## config.mk

```make
export PLATFORM = sky130hd
export DESIGN_NAME = t07_fsm_game
export DESIGN_NICKNAME = d
export VERILOG_FILES = /design/src/rtl/t07_fsm_game.sv
export SDC_FILE = /design/constraint.sdc
export NUM_CORES = 1
export LEC_CHECK = 0
export ABC_AREA = 1
export BUFFER_PORTS_ARGS = -buffer_cell sky130_fd_sc_hd__buf_2
export CAP_MARGIN = 30
export CORE_MARGIN = 2
export CORE_UTILIZATION = 62
export DETAILED_ROUTE_END_ITERATION = 16
export GPL_TIMING_DRIVEN = 0
export HOLD_SLACK_MARGIN = 0.15
export PLACE_DENSITY_LB_ADDON = 0.08
export RECOVER_POWER = 50
export SLEW_MARGIN = 25
export SYNTH_ARGS = -nofsm -noshare
export SYNTH_HDL_FRONTEND = slang
export SYNTH_SLANG_ARGS = --single-unit
```

## constraint.sdc

```tcl
create_clock -name clk -period 5.14 [get_ports clk]
set_input_delay 0 -clock clk [delete_from_list [all_inputs] [get_ports clk]]
set_output_delay 0 -clock clk [all_outputs]
set_load 0.01 [all_outputs]
```

## src/rtl/t07_fsm_game.sv

```systemverilog
// Top-level game-state FSM for the defusal game: MENU/PLAY/LOST/WON sequencing,
// per-second countdown and strike counting.
module t07_fsm_game #(
  parameter int TICK_DIV    = 10_000_000,
  parameter int TIME_INIT   = 300,
  parameter int MAX_STRIKES = 3
) (
  input  logic       clk,
  input  logic       nrst,
  input  logic       strobe,
  input  logic [5:0] button,
  input  logic       game_clear,
  input  logic       strike_pulse,
  output logic [2:0] game_state_out,
  output logic [9:0] time_left,
  output logic [1:0] strikes,
  output logic       sec_tick
);

  localparam int PW = $clog2(TICK_DIV);

  localparam logic [2:0] MENU = 3'd0;
  localparam logic [2:0] PLAY = 3'd1;
  localparam logic [2:0] LOST = 3'd2;
  localparam logic [2:0] WON  = 3'd3;

  localparam logic [9:0]    TIME_START   = 10'(TIME_INIT);
  localparam logic [1:0]    STRIKE_LIMIT = 2'(MAX_STRIKES);
  localparam logic [PW-1:0] PRESC_LAST   = PW'(TICK_DIV - 1);

  localparam logic [5:0] BTN_SELECT = 6'b000001;
  localparam logic [5:0] BTN_BACK   = 6'b100000;

  logic [2:0]    state;
  logic [PW-1:0] presc;
  logic [PW-1:0] presc_next;
  logic [9:0]    time_next;
  logic [1:0]    strikes_next;
  logic          press_select;
  logic          press_back;
  logic          wrap;

  assign game_state_out = state;

  // Next-values feed both the counter registers and the PLAY exit decision.
  always_comb begin
    press_select = strobe && (button == BTN_SELECT);
    press_back   = strobe && (button == BTN_BACK);
    wrap         = (presc == PRESC_LAST);
    presc_next   = wrap ? '0 : presc + PW'(1);
    time_next    = (wrap && (time_left != '0)) ? time_left - 10'd1 : time_left;
    strikes_next = (strike_pulse && (strikes != STRIKE_LIMIT)) ? strikes + 2'd1 : strikes;
  end

  always_ff @(posedge clk) begin
    if (nrst) begin
      state     <= MENU;
      time_left <= TIME_START;
      strikes   <= '0;
      presc     <= '0;
      sec_tick  <= 1'b0;
    end else begin
      sec_tick <= 1'b0;
      case (state)
        MENU: begin
          time_left <= TIME_START;
          strikes   <= '0;
          presc     <= '0;
          if (press_select) state <= PLAY;
        end
        PLAY: begin
          sec_tick  <= wrap;
          presc     <= presc_next;
          time_left <= time_next;
          strikes   <= strikes_next;
          if (game_clear)
            state <= WON;
          else if ((strikes_next == STRIKE_LIMIT) || (time_next == '0))
            state <= LOST;
        end
        LOST, WON: begin
          presc <= '0;
          // Counters are reloaded on the exit edge so MENU shows fresh values at once.
          if (press_select || press_back) begin
            state     <= MENU;
            time_left <= TIME_START;
            strikes   <= '0;
          end
        end
        default: begin
          state     <= MENU;
          time_left <= TIME_START;
          strikes   <= '0;
          presc     <= '0;
        end
      endcase
    end
  end

endmodule

```

==> flow_summary.yaml, run 1 <==
yosys:
  syn_area_mm2: 0.00228
  synth.most_common_cell: "nand2_1"
  synth_edf_count: 0
  yosysTopAreaCellShare_pct: 34.2
  synth-main-ff-cell: "dfxtp_1"
  synthArstFlopShare_pct: 0
  synthCells: 360
  yosysWarnings: 0
  yosysTopAreaCell: "dfxtp_1"
  synth_seq_cells: 39
  synth_cell_types: 30
  syn_avg_cell_area_um2: 6.34
  syn_nets: 374
  yosysSeqAreaShare_pct: 34.2
  netlist_top_cells_count: "93 x nand2_1, 59 x nor2_1, 53 x inv_1"
  yosys-top-cells-area: "dfxtp_1 34%, nand2_1 15%, nor2_1 9.7%, inv_1 8.7%, nand3_1 5.0%"
placed_design:
  place_congestion: 0.893
  io_buffer_count: 25
  dp_hpwl_mm: 3.59
  placed_area_mm2: 0.00247
critical_path:
  critPathBufInv: 3
  crit_chain: "inv_1, ha_1, nand2_1, nor2_1, nand3_1, nand3_1, inv_1, nand2_1, nand2_1, inv_1, nand2_1, nor2_1, nand2_1, nand2_2, nand3_1, nand2_1, nor2_1"
  r2r_cells: 17
  crit_path_frequent_cell: "nand2_1"
  worstSetupStartpointType: "register"
  required_ps: 5330
  cp_data_arrival_time_ps: 2550
  crit_family: "simple AND/OR/NAND/NOR gates"
  worst_path_largest_cell_delay_ps: 330
  critPathMaxFanout: 7
  crit_path_end_kind: "register"
  critical_path_class: "reg -> reg"
  cp_slowest_cell: "dfxtp_1"
  cp.depth: 17
job:
  max_cap_viol_count: 0
clock_network:
  path_clk_slew_ps: 80
  clockBufferDepth: 2
  clock-sinks: 39
  worst_skew_pair.late_latency_ps: 300
  post_cts_buffers: 0
  cts_buffers: 5
  cts.repair.resized: 0
  cts_root_buffer: "clkbuf_8"
  cts_tree: "built"
  cts_hold_buf: 3
  htree_levels: 2
routing:
  wirelength_mm: 4.84
  dr.pass1.iters: 5
  vias: 2270
  drtIter0Drc: 229
  vias_per_cell: 5.11
  drc: 0
  antenna_left: 0
  wire_per_inst_um: 10.9
hold_path:
  hold_class: "in -> reg"
  worstHoldPathCells: 6
grt:
  grt_max_degree: 14
  overflow: 0
  track_usage_pct: 25.9
  grt_pass1_wl_mm: 8.56
  grt_pass1_vias: 2029
  antenna_found_initial: 0
timing:
  hold_viol: 0
  slew_viol_final: 0
  fin_worst_skew_ps: 7.68
  min_period_ps: 2360
  fin_tns_setup_ps: 0
  rsz0062_at_grt: "no"
  post-route-period-util_pct: 46.0
  setup_violations: 0
  fmax_mhz: 423
floorplanning:
  die-area_mm2: 0.00418
  die_w_um: 64.7
  std_cell_rows: 22
  io_pins: 27
  core_mm2: 0.00361
  start_util_pct: 63.3
  die_y_um: 64.7
power:
  p_per_area_mw_per_mm2: 294
  leakagePower_nw: 1.04
  max-vdd-ir-drop_mv: 0.276
finish:
  design_area_mm2: 0.00261
  area_delta_synth_final_pct: 14.3
  fin_nets: 409
  num_antenna_cells: 0
  drive_gt1_share_pct: 9.85
run_status:
  status: "finished, final reports clean"
[per-layer routing]
layer | global-route usage (%) | routed length, um
met2 | 41.9 | 2180
met1 | 33.6 | 2330
met3 | 6.77 | 231
met5 | 0 | 0
met4 | 9.04 | 101
[layout by cell type, fill, tap and decap left out, drive strengths merged]
master / instances
xor2: 6
nand3: 28
clkbuf: 20
o31ai: 1
nor3b: 1
a211oi: 1
o22ai: 7
o21ai: 16
a31oi: 1
nor4: 1
nor3: 7
nand2: 95
dlygate4sd3: 3
a21oi: 13
ha: 3
dfxtp: 39
xnor2: 2
clkinvlp: 1
bufinv: 2
o211ai: 1
buf: 13
inv: 57
o21a: 2
nand4: 7
conb: 1
nor2: 68
[sequential cells by signal (all words and copies together) (netlist names)]
signal          cells
game_state_out      2
presc              24
strikes             2
sec_tick            1
time_left          10
[worst paths after layout]
kind | from | endpoint | slack [ps]
setup / recovery | time_left[0]$_SDFFE_PP0P_ | game_state_out[0]$_SDFFE_PP0P_ | 2780
hold / removal | button[1] | game_state_out[0]$_SDFFE_PP0P_ | 250
hold reg to reg | presc[0]$_SDFF_PP0_ | presc[0]$_SDFF_PP0_ | 450
setup reg to reg | time_left[0]$_SDFFE_PP0P_ | game_state_out[0]$_SDFFE_PP0P_ | 2780
[tightest hold or removal path, stage by stage]
cell and delay [ps]:
buf_2 80, nor4_1 40, inv_1 50, a31oi_1 110
a21oi_1 160, nor2_1 50
[kinds of logic after synthesis]
group | share of synthesized area (%)
simple gates | 40.5
buf+inv | 10.3
compound gates | 10.2
flops | 34.2
xor+xnor | 3.07
fa+ha+maj | 1.64
other cells | 0.164
[final cells by class]
| cell class | count | area [um2] |
|---|---|---|
| flip-flops and latches | 39 | 781 |
| repair buffers | 28 | 136 |
| plain buffers | 3 | 20.0 |
| well taps | 48 | 60.1 |
| clock buffers | 5 | 68.8 |
| inverters | 57 | 214 |
| fillers | 347 | 998 |
| clock inverters | 3 | 67.6 |
| multi-input cells | 261 | 1260 |
[power by group]
part	internal (mW)	switching, mW
combinational	0.0434	0.0903
clock	0.194	0.113
sequential	0.315	0.0106
total	0.552	0.214
[per-stage QoR]
| step | worst slack [ps] | instances | util [%] | power [mW] | hold slack [ps] |
|---|---|---|---|---|---|
| floorplan | 3270 | 360 | - | 0.425 | 116 |
| global placement | 2990 | 433 | 68.4 | 0.462 | 238 |
| detailed placement | 2960 | 433 | 68.4 | 0.466 | 242 |
| CTS | 2920 | 444 | 73.0 | 0.771 | 243 |
| global route | 2550 | 444 | 72.3 | 0.809 | 266 |
| finish | 2780 | 444 | 72.3 | 0.766 | 247 |
Power figures use the tool's default switching activity.
==> inputs of run 2 (changes only) <==
--- a/config.mk
+++ b/config.mk
@@ -9,7 +9,7 @@
 export BUFFER_PORTS_ARGS = -buffer_cell sky130_fd_sc_hd__buf_2
 export CAP_MARGIN = 30
 export CORE_MARGIN = 2
-export CORE_UTILIZATION = 62
+export CORE_UTILIZATION = 52
 export DETAILED_ROUTE_END_ITERATION = 16
 export GPL_TIMING_DRIVEN = 0
 export HOLD_SLACK_MARGIN = 0.15
==> constraint.sdc (replaced) <==
create_clock -name clk -period 2 [get_ports clk]
set_input_delay 0 -clock clk [delete_from_list [all_inputs] [get_ports clk]]
set_output_delay 0 -clock clk [all_outputs]
set_load 0.01 [all_outputs]
==> flow_summary.yaml, run 2 (synthesis gave the netlist of run 1 again) <==
floorplanning:
  die-area_mm2: 0.00494
  std_cell_rows: 24
  die_w_um: 70.3
  start_util_pct: 53.1
  core_mm2: 0.00429
  io_pins: 27
  die_y_um: 70.3
timing:
  post-route-period-util_pct: 97.3
  rsz0062_at_grt: "yes"
  fin_tns_setup_ps: 0
  setup_violations: 0
  fmax_mhz: 514
  hold_viol: 0
  min_period_ps: 1950
  fin_worst_skew_ps: 9.08
  slew_viol_final: 0
clock_network:
  cts_root_buffer: "clkbuf_8"
  clock-sinks: 39
  path_clk_slew_ps: 80
  clockBufferDepth: 2
  htree_levels: 2
  cts_buffers: 5
  worst_skew_pair.late_latency_ps: 290
  cts_tree: "built"
finish:
  design_area_mm2: 0.00294
  drive_gt1_share_pct: 26.7
  largest_reg_flops: 24
  final_util_pct: 68.4
  fin_nets: 421
  num_antenna_cells: 0
  regMostFlops: "presc"
  final_common_cell: "nand2_1"
  fillers: 386
  area_delta_synth_final_pct: 28.7
  top_regs: "presc (24), time_left (10)"
  layout_common_cells: "83 x nand2_1, 51 x nor2_1, 49 x inv_1"
power:
  max-vdd-ir-drop_mv: 0.522
  leakagePower_nw: 1.18
  p_per_area_mw_per_mm2: 678
critical_path:
  worstSetupStartpointType: "register"
  critical_path_class: "reg -> reg"
  r2r-start: "presc[1]$_SDFF_PP0_"
  critPathMaxFanout: 7
  required_ps: 2180
  r2r_cells: 16
  cp_data_arrival_time_ps: 2130
  crit_path_end_kind: "register"
  critPathLaunch: "presc[1]$_SDFF_PP0_"
  ff2ff_setup_slack_ps: 50
routing:
  wire_per_inst_um: 11.3
  drc: 0
  wirelength_mm: 5.20
  vias: 2298
  dr.pass1.iters: 4
  vias_per_cell: 5.00
  drtIter0Drc: 99
  antenna_left: 0
placed_design:
  placed_area_mm2: 0.00247
  dp_hpwl_mm: 3.63
  place_congestion: 0.797
  io_buffer_count: 25
grt:
  grt_pass1_vias: 1948
  grt_pass1_wl_mm: 8.51
  antenna_found_initial: 0
  grt_max_degree: 14
  overflow: 0
  track_usage_pct: 21.1
hold_path:
  worstHoldStart: "strike_pulse"
  hold_class: "in -> reg"
  worstHoldPathCells: 4
run_status:
  status: "finished, final reports clean"
job:
  max_cap_viol_count: 0
run 2: final cells by class:
| class | count | area (um2) | area share, % |
|---|---|---|---|
| multi-input cells | 261 | 1460 | 49.6 |
| flip-flops and latches | 39 | 797 | 27.1 |
| repair buffers | 40 | 245 | 8.35 |
| inverters | 57 | 216 | 7.37 |
| clock buffers | 5 | 68.8 | 2.34 |
| clock inverters | 3 | 67.6 | 2.30 |
| well taps | 52 | 65.1 | 2.21 |
| plain buffers | 3 | 20.0 | 0.681 |
run 2: worst paths after layout:
path / end
worst max-delay path: game_state_out[0]$_SDFFE_PP0P_
worst min-delay path: strikes[0]$_SDFFE_PP0P_
worst max register to register: game_state_out[0]$_SDFFE_PP0P_
worst min register to register: presc[20]$_SDFF_PP0_
run 2: repair_timing:
action,4_1_cts,5_1_grt
pin swaps,2,21
setup buffers,1,12
gates resized for setup,14,47
hold buffers,2,0
endpoints found under the hold margin,7,0
setup endpoints to repair,3,25
run 2: routing by layer:
layer,wire (um),track usage (%),vias to the layer above
met3,140,4.91,4
li1,-,-,1228
met5,0,0,-
met2,2410,32.1,32
met4,38,6.62,0
met1,2610,29.7,1034
run 2: through the flow:
stage	hold WS [ps]	power (mW)	setup slack [ps]	std cells
after detailed placement	245	1.19	-182	437
after global routing	206	2.10	-98.9	460
after CTS	157	1.98	3.73	448
after global placement	240	1.19	-180	437
final	156	1.99	54.2	460
after floorplan	116	1.09	126	360
run 2: critical path, cell delays in order, from the launching register on:
cell     delay, ps
dfxtp_2        360
ha_4           150
nand2_4         60
nor2_4         120
nand2_2         70
nor2_4         150
nand3_4        130
nand2_2        100
nand2_2         80
nor2_4         140
nand2_2         60
nor2_2         100
nand2_1         70
nand2_2        100
nand3_2         60
nand2_1         60
nor2_1          30
run 2: where the power goes:
group / switching (mW) / internal, mW / total [mW]
registers: 0.0285 / 0.811 / 0.839
clock network: 0.284 / 0.497 / 0.781
logic: 0.244 / 0.128 / 0.372
total: 0.556 / 1.44 / 1.99
